File: src/rtl/tri_pkg.sv
// Shared widths and record layouts for the triangle assembly stage.
// The default-width types describe the canonical 16-bit record handed to the rasterizer.
package tri_pkg;

    localparam int TRI_COORD_W = 16;
    localparam int TRI_COLOR_W = 16;
    localparam int TRI_NVTX    = 3;

    typedef logic signed [TRI_COORD_W-1:0] coord_t;

    typedef struct packed {
        coord_t x;
        coord_t y;
        coord_t z;
    } vertex_t;

    typedef struct packed {
        coord_t ymax;
        coord_t ymin;
        coord_t xmax;
        coord_t xmin;
    } bbox_t;

    typedef struct packed {
        vertex_t [TRI_NVTX-1:0]  v;
        logic [TRI_COLOR_W-1:0]  color;
        bbox_t                   bbox;
        logic                    degen;
        logic                    last;
    } tri_rec_t;

endpackage

File: src/rtl/tri_fifo.sv
// Record FIFO with extra-MSB pointers; a push into a full FIFO is accepted only
// when a pop happens in the same cycle, otherwise it is dropped and flagged.
module tri_fifo #(
    parameter type rec_t = logic [7:0],
    parameter int  DEPTH = 8
) (
    input  logic clk_in,
    input  logic rst_in,
    input  logic push,
    input  logic pop,
    input  rec_t din,
    output rec_t head,
    output logic valid,
    output logic drop
);
    localparam int AW = $clog2(DEPTH);

    rec_t        mem [DEPTH];
    logic [AW:0] wr_ptr;
    logic [AW:0] rd_ptr;
    logic        empty;
    logic        full;
    logic        do_pop;
    logic        do_push;

    assign empty   = (wr_ptr == rd_ptr);
    assign full    = (wr_ptr[AW] != rd_ptr[AW]) && (wr_ptr[AW-1:0] == rd_ptr[AW-1:0]);
    assign do_pop  = pop && !empty;
    assign do_push = push && (!full || do_pop);
    assign drop    = push && !do_push;
    assign valid   = !empty;
    assign head    = mem[rd_ptr[AW-1:0]];

    always_ff @(posedge clk_in or negedge rst_in) begin
        if (!rst_in) begin
            wr_ptr <= '0;
            rd_ptr <= '0;
        end else begin
            if (do_push) wr_ptr <= wr_ptr + 1'b1;
            if (do_pop)  rd_ptr <= rd_ptr + 1'b1;
        end
    end

    // Storage is data-only; the top masks the head while empty.
    always_ff @(posedge clk_in) begin
        if (do_push) mem[wr_ptr[AW-1:0]] <= din;
    end

endmodule

File: src/rtl/tri_assembler.sv
// Groups every three vertex beats into a triangle record with bbox/degen,
// buffers records in tri_fifo and hands them to the rasterizer on valid/ready.
module tri_assembler
    import tri_pkg::*;
#(
    parameter int COORD_W = TRI_COORD_W,
    parameter int COLOR_W = TRI_COLOR_W,
    parameter int DEPTH   = 8
) (
    input  logic                   clk_in,
    input  logic                   rst_in,
    input  logic                   valid_in,
    input  logic [COORD_W-1:0]     vertex_x,
    input  logic [COORD_W-1:0]     vertex_y,
    input  logic [COORD_W-1:0]     vertex_z,
    input  logic [COLOR_W-1:0]     color_in,
    input  logic                   last_in,
    output logic                   tri_valid_out,
    input  logic                   tri_ready_in,
    output logic [3*COORD_W-1:0]   tri_x_out,
    output logic [3*COORD_W-1:0]   tri_y_out,
    output logic [3*COORD_W-1:0]   tri_z_out,
    output logic [COLOR_W-1:0]     tri_color_out,
    output logic [4*COORD_W-1:0]   bbox_out,
    output logic                   degen_out,
    output logic                   tri_last_out,
    output logic                   overflow_out,
    output logic                   frame_err_out
);
    typedef logic signed [COORD_W-1:0] crd_t;

    typedef struct packed {
        crd_t x;
        crd_t y;
        crd_t z;
    } vtx_t;

    typedef struct packed {
        crd_t ymax;
        crd_t ymin;
        crd_t xmax;
        crd_t xmin;
    } box_t;

    typedef struct packed {
        vtx_t [TRI_NVTX-1:0] v;
        logic [COLOR_W-1:0]  color;
        box_t                bbox;
        logic                degen;
        logic                last;
    } rec_t;

    function automatic crd_t min3(crd_t a, crd_t b, crd_t c);
        crd_t m;
        m = (a < b) ? a : b;
        return (c < m) ? c : m;
    endfunction

    function automatic crd_t max3(crd_t a, crd_t b, crd_t c);
        crd_t m;
        m = (a > b) ? a : b;
        return (c > m) ? c : m;
    endfunction

    vtx_t               cur;
    vtx_t [1:0]         stg;
    logic [COLOR_W-1:0] stg_color;
    logic [1:0]         idx;
    logic               push;
    logic               fifo_drop;
    rec_t               rec;
    rec_t               head;
    rec_t               head_m;

    assign cur  = '{x: vertex_x, y: vertex_y, z: vertex_z};
    assign push = valid_in && (idx == 2'd2);

    // Third vertex comes straight from the input beat so the record is pushed this cycle.
    always_comb begin
        rec            = '0;
        rec.v          = {cur, stg[1], stg[0]};
        rec.color      = stg_color;
        rec.bbox.xmin  = min3(stg[0].x, stg[1].x, cur.x);
        rec.bbox.xmax  = max3(stg[0].x, stg[1].x, cur.x);
        rec.bbox.ymin  = min3(stg[0].y, stg[1].y, cur.y);
        rec.bbox.ymax  = max3(stg[0].y, stg[1].y, cur.y);
        rec.degen      = (rec.bbox.xmin == rec.bbox.xmax) || (rec.bbox.ymin == rec.bbox.ymax);
        rec.last       = last_in;
    end

    always_ff @(posedge clk_in or negedge rst_in) begin
        if (!rst_in) begin
            idx           <= '0;
            stg           <= '0;
            stg_color     <= '0;
            overflow_out  <= 1'b0;
            frame_err_out <= 1'b0;
        end else begin
            if (fifo_drop) overflow_out <= 1'b1;
            if (valid_in) begin
                if (idx == 2'd2) begin
                    idx <= '0;
                end else if (last_in) begin
                    idx           <= '0;
                    frame_err_out <= 1'b1;
                end else begin
                    stg[idx[0]] <= cur;
                    if (idx == 2'd0) stg_color <= color_in;
                    idx <= idx + 2'd1;
                end
            end
        end
    end

    tri_fifo #(
        .rec_t (rec_t),
        .DEPTH (DEPTH)
    ) u_fifo (
        .clk_in (clk_in),
        .rst_in (rst_in),
        .push   (push),
        .pop    (tri_ready_in),
        .din    (rec),
        .head   (head),
        .valid  (tri_valid_out),
        .drop   (fifo_drop)
    );

    // Head is forced to zero while empty so reset drives every output low at once.
    assign head_m = tri_valid_out ? head : '0;

    for (genvar g = 0; g < TRI_NVTX; g++) begin : g_vtx
        assign tri_x_out[g*COORD_W +: COORD_W] = head_m.v[g].x;
        assign tri_y_out[g*COORD_W +: COORD_W] = head_m.v[g].y;
        assign tri_z_out[g*COORD_W +: COORD_W] = head_m.v[g].z;
    end

    assign tri_color_out = head_m.color;
    assign bbox_out      = head_m.bbox;
    assign degen_out     = head_m.degen;
    assign tri_last_out  = head_m.last;

endmodule

File: config.mk
export PLATFORM = sky130hd
export DESIGN_NAME = tri_assembler
export DESIGN_NICKNAME = d
export VERILOG_FILES = /design/src/rtl/tri_pkg.sv /design/src/rtl/tri_fifo.sv /design/src/rtl/tri_assembler.sv
export SDC_FILE = /design/constraint.sdc
export NUM_CORES = 2
export LEC_CHECK = 0
export BUFFER_PORTS_ARGS = -buffer_cell sky130_fd_sc_hd__clkbuf_2
export CAP_MARGIN = 20
export CELL_PAD_IN_SITES_DETAIL_PLACEMENT = 2
export CELL_PAD_IN_SITES_GLOBAL_PLACEMENT = 2
export CORE_UTILIZATION = 48
export DETAILED_ROUTE_END_ITERATION = 16
export HOLD_SLACK_MARGIN = 0.15
export PLACE_DENSITY_LB_ADDON = 0.15
export SETUP_SLACK_MARGIN = 0.4
export SYNTH_ARGS = -nofsm -noshare
export SYNTH_HDL_FRONTEND = slang
export SYNTH_SLANG_ARGS = --single-unit
File: constraint.sdc
create_clock -name clk_in -period 25 [get_ports clk_in]
set_input_delay 5 -clock clk_in [delete_from_list [all_inputs] [get_ports clk_in]]
set_output_delay 5 -clock clk_in [all_outputs]
set_load 0.05 [all_outputs]
* Word level (Yosys, flattened, before mapping)
Memories as Yosys holds them, arrays and structs flattened. Index checks and enable logic that the tools add are counted.
Word-level totals: memories kept 1, output and inout bits 229, RAM bits 1808, flip-flop bits (word level) 124
Cells by class: reduce and logical (&&, ||, !) cells 15, bitwise operators 2, add/sub/neg operators 3, magnitude comparators 10, multiplexer cells 16, equality and inequality tests 6
Memories:
- u_fifo.mem | depth 8, width 226, rd ports 1, clocked after memory_dff 0, write ports 1, RTL line tri_fifo.sv:18 | rec_t mem [DEPTH];
Operators by type and width (number):
- 2-to-1 mux 226 bit | 1
- 2-to-1 mux 16 bit | 8
- bitwise mux 96 bit | 1
- greater-than comparator 16 bit | 4
- less-than comparator 16 bit | 4
- demux 48 bit (select 1 bit) | 1
- 2-to-1 mux 48 bit | 1
- == test 16 bit | 2
- adder 4 x 1 -> 4 bit (second input constant) | 2
- logical AND 1 bit | 6
- AND reduction 3 bit | 2
- == test 4 bit | 1
- 2-to-1 mux 2 bit | 2
- AND reduction 4 bit | 1
- == test 3 bit | 1
- logical NOT 1 bit | 3
- adder 2 x 1 -> 2 bit (second input constant) | 1
- == test 2 bit (second input constant) | 1
- logical NOT 2 bit | 1
- logical OR 1 bit | 2
- less-than comparator 1 x 2 -> 1 bit (second input constant) | 1
- 2-to-1 mux 1 bit | 2
- inverter 1 bit | 2
- >= comparator 1 bit (second input constant) | 1
- inequality test 1 bit | 1

* Longest topological paths before layout
depth after elaboration 7, gate-level depth with buffers 27, depth with buffers taken out 23

* Modules after synthesis
Synthesis repeated with hierarchy kept, for this count alone.
Second synthesis, totals: cell total of the unflattened synthesis 3769, area, all modules 79219.7 um^2
By module, submodules not included:
- tri_fifo | area each 69056.2 um^2, seq. area each 54492.3 um^2, instances 1, cells each 2667
- tri_assembler | area each 10163.5 um^2, seq. area each 2902.8 um^2, instances 1, cells each 1102

* Worst setup path after synthesis
No wires, ideal clock.
path type input -> register, from input port tri_ready_in, to memory u_fifo.mem[0][0] in the netlist's numbering (enable), path slack 3.154 ns, arrival 20.757 ns, stages 4, buffers on the path 0, cells stage by stage or3_1 -> nor2b_1 -> nand2b_1 -> nor3_1
On the way: word-level cells in the longest chain between the ends 5
RTL lines:
- from (decl) | RTL line tri_assembler.sv:19 | input logic tri_ready_in,
- logical AND 1 bit | RTL line tri_fifo.sv:28 | assign do_pop = pop && !empty;
- logical OR 1 bit | RTL line tri_fifo.sv:29 | assign do_push = push && (!full || do_pop);
- logical AND 1 bit | RTL line tri_fifo.sv:29
- 2-to-1 mux 1 bit | RTL line tri_fifo.sv:46 | if (do_push) mem[wr_ptr[AW-1:0]] <= din;
- 2-to-1 mux 1 bit (not written as such) | RTL line tri_fifo.sv:46
- to (decl) | RTL line tri_fifo.sv:18
No other way between the ends.

* Worst setup path after layout
from register u_fifo.rd_ptr[0], to output port bbox_out[49]
On the way: word-level cells in the longest chain between the ends 2, elaborated cells on any way between the ends 3
RTL lines:
- from (decl) | RTL line tri_fifo.sv:20 | logic [AW:0] rd_ptr;
- from (signal assigned) | RTL line tri_fifo.sv:40 | if (do_pop) rd_ptr <= rd_ptr + 1'b1;
- memory (8 x 226 bit) or == test 4 bit (tied branches)
- 2-to-1 mux 226 bit * | RTL line tri_assembler.sv:130 | assign head_m = tri_valid_out ? head : '0;
- to (decl) | RTL line tri_assembler.sv:24 | output logic [4*COORD_W-1:0] bbox_out,
Every way passes the cells marked *; elsewhere a longest branch is shown, timed or not.

==> results.sh <==
export IMPL_setup_slack_reg_to_reg_ns=15.62
export IMPL_end_point_of_the_critical_path="bbox_out[49]"
export IMPL_min_from="frame_err_out"
export IMPL_gr_total_overflow=0
export IMPL_post_synthesis_share_of_cell_area_spent_on_and_or_nand_and_nor_gates=0.0321
export IMPL_synthesis_area_sq_um=78300
export IMPL_final_design_area_no_fill_sq_um=89100
export IMPL_io_pin_count=298
export IMPL_clockBufferDepth=3
export IMPL_timing_setup_tns_ns=0
export IMPL_post_route_cells_drive_above_1_share=0.274
export IMPL_compound_cell_area_share_of_the_yosys_netlist=0.0272
export IMPL_seq_area_frac_synth=0.733
export IMPL_whs_path_depth=1
export IMPL_cp_data_required_time_ns=20.00
export IMPL_worstPathMaxFanout=58
export IMPL_cts_root_buffer="clkbuf_16"
export IMPL_min_delay_path_class="register to register"
export IMPL_fillerInstances=13600
export IMPL_detailed_place_area_sq_um=82500
export IMPL_avgViaCountPerCell=6.17
export IMPL_buffers_inserted_during_post_cts_setup_optimization=0
export IMPL_setup_violations_final=0
export IMPL_finalCritPeriodShare=0.435
export IMPL_synth_flop_cell="edfxtp_1"
export IMPL_drt_wl_total_microns=231000
export IMPL_largest_family_of_logic_cells_by_synthesized_area="multiplexers"
export IMPL_yosys_register_bits=1932
export IMPL_drv_cap=0
export IMPL_clock_insertion_delay_worst_skew_ns=0.81
export IMPL_timing_worst_setup_path_type="register to output port"
export IMPL_die_h_microns=406
export IMPL_grt_setup_unrepaired="false"
export IMPL_critPathCaptureType="output port"
export IMPL_num_nets_final=4595
export IMPL_detailed_place_hpwl_microns=137000
export IMPL_final_setup_skew_ns=0.0297
export IMPL_initialDrtViolationCount=3329
export IMPL_mappedNetlistNets=4215
export IMPL_grt_pass1_wl_microns=334000
export IMPL_cts_buffers_inserted=199
export IMPL_use_met3=0.0373
export IMPL_worstReg2RegEnd="u_fifo.mem[5][1]"
export IMPL_fp_coreArea_sq_um=161000
export IMPL_drt_pass1_iter_count=5
export IMPL_fmax_mhz=91.9
export IMPL_tritoncts="yes"
export IMPL_worstSetupStartpoint="u_fifo.rd_ptr[0]"
export IMPL_post_cts_resize_count=0
export IMPL_cts_htree_levels=4
export IMPL_first_global_vias=46500
export IMPL_synth_area_mux_share=0.175
export IMPL_placement_rows=147
export IMPL_synthesis_area_per_instance_sq_um=19.3
export IMPL_via_count=41700
export IMPL_yosys_area_share_adder=0.0157
export IMPL_worst_path_clk_slew_ns=0.06
export IMPL_drt_antenna_violating_nets=0
export IMPL_post_synth_num_cell_types=76
export IMPL_clock_sinks=1932
export IMPL_syn_to_final_growth_pct=13.8
export IMPL_worst_slew_pin_slew_ns=1.26
export IMPL_synth_enable_flop_cells=1808
export IMPL_antenna_found_initial=10
export IMPL_initial_utilization=0.485
export IMPL_chipWidth_microns=406
export IMPL_worst_slew_margin_rel=0.158
export IMPL_post_cts_hold_buffer_count=0
export IMPL_critical_path_arrival_ns=5.88
export IMPL_route_detailed_drc=0
export IMPL_ys_async_sr_fraction=0.0642
export IMPL_worst_setup_path_start_kind="register"
export IMPL_worstRegToRegCells=23
export IMPL_most_common_layout_cells="edfxtp_1, mux4_2, nor2_1"
export IMPL_use_met2=0.508
export IMPL_hold_slack_ns=0.502
export IMPL_timing_hold_violations_final=0
export IMPL_groute_usage_overall=0.283
export IMPL_reg2reg_from="rec[161]"
export IMPL_largest_net_degree_at_the_start_of_global_routing=136
export IMPL_die_area_sq_um=165000
export IMPL_buffers_added_on_ports=297
export IMPL_synthesis_instances=4048
export IMPL_run_status="finished clean"
export IMPL_busiest_layer="met2"
export IMPL_route_detailed_wl_per_inst_microns=34.2
export IMPL_post_synth_xor_area_fraction=0.00300
export IMPL_slew_viol_final=0
export IMPL_layout_commonest_cell="edfxtp_1"
export IMPL_period_minus_slack_ns=10.88
export IMPL_grtUsageMet1=0.365
export IMPL_yosys_warnings=0
export IMPL_gpl_final_weighted_congestion=0.863
## worst max-delay path, stage by stage (launching register included)
cell,delay [ns]
dfrtp_4,0.98
xnor2_1,0.22
nand3_1,0.24
nor2b_4,0.69
buf_4,0.65
buf_4,0.74
buf_4,0.72
nor2_1,0.24
clkbuf_2,0.31
## Yosys cell counts, types with 12 or more instances
| master | n | area, sq um |
|---|---|---|
| xnor2_1 | 19 | 166 |
| and2_1 | 14 | 87.6 |
| a21o_1 | 18 | 135 |
| ha_1 | 98 | 1230 |
| buf_1 | 69 | 259 |
| edfxtp_1 | 1808 | 54300 |
| dfrtp_1 | 124 | 3100 |
| mux2i_1 | 255 | 2550 |
| a21oi_1 | 121 | 606 |
| o21ai_0 | 79 | 395 |
| mux2_2 | 87 | 980 |
| mux4_2 | 452 | 10200 |
| o211ai_1 | 12 | 90.1 |
| nor2_1 | 328 | 1230 |
| nand3_1 | 46 | 230 |
| nor3_1 | 31 | 155 |
| a211oi_1 | 14 | 105 |
| nand4_1 | 17 | 106 |
| nand2_1 | 79 | 297 |
| inv_1 | 71 | 267 |
| clkbuf_1 | 132 | 495 |
## registers in the layout (all words and copies together), names as in the netlist
register,cells
frame_err_out,1
idx,2
overflow_out,1
rec,96
stg_color,16
u_fifo.mem,1808
u_fifo.rd_ptr,4
u_fifo.wr_ptr,4
## through the flow
step                instances   util  worst slack, ns
floorplan                4048      -             3.15
global placement         6382  0.512            15.01
detailed placement       6382  0.512            14.75
CTS                      6752  0.552            13.98
global route             6759  0.553            13.80
finish                   6759  0.553            14.12
## worst min path at each step
stage                       end  slack [ns]
4_1_cts           frame_err_out        0.51
6_report          frame_err_out        0.50
2_1_floorplan  u_fifo.rd_ptr[3]        0.46
3_3_place_gp      frame_err_out        0.46
3_5_place_dp      frame_err_out        0.49
5_1_grt           frame_err_out        0.53
## metal layers
layer  routed length, microns  vias to the layer above
li1                         -                    17200
met1                    92800                    22800
met2                   123000                     1363
met3                    10700                      318
met4                     5020                        6
met5                       54                        -
## logic make-up (layout without fill, tap and decap cells)
kind of cell / count (synthesis) / count (layout)
flip-flops: 1932 / 1932
multiplexers: 795 / 795
AND/OR/NAND/NOR: 574 / 574
AO/OA/AOI/OAI: 341 / 341
buffers and inverters: 282 / 831
adder cells (fa/ha/maj): 98 / 98
XOR/XNOR: 26 / 26
other: 0 / 2
## final cells by class
class / count / area [sq um] / area share
Clock buffer: 251 / 5360 / 0.0601
Antenna cell: 2 / 5.00 / 0.0000561
Inverter: 72 / 270 / 0.00303
Sequential cell: 1932 / 57400 / 0.644
Timing Repair Buffer: 389 / 2280 / 0.0256
Clock inverter: 119 / 1180 / 0.0133
Tap cell: 2160 / 2700 / 0.0303
Multi-Input combinational cell: 1834 / 19900 / 0.224
Power is left out: the tool's default activity adds up to more than one toggle a clock period on the data nets, which glitch-free logic cannot reach.
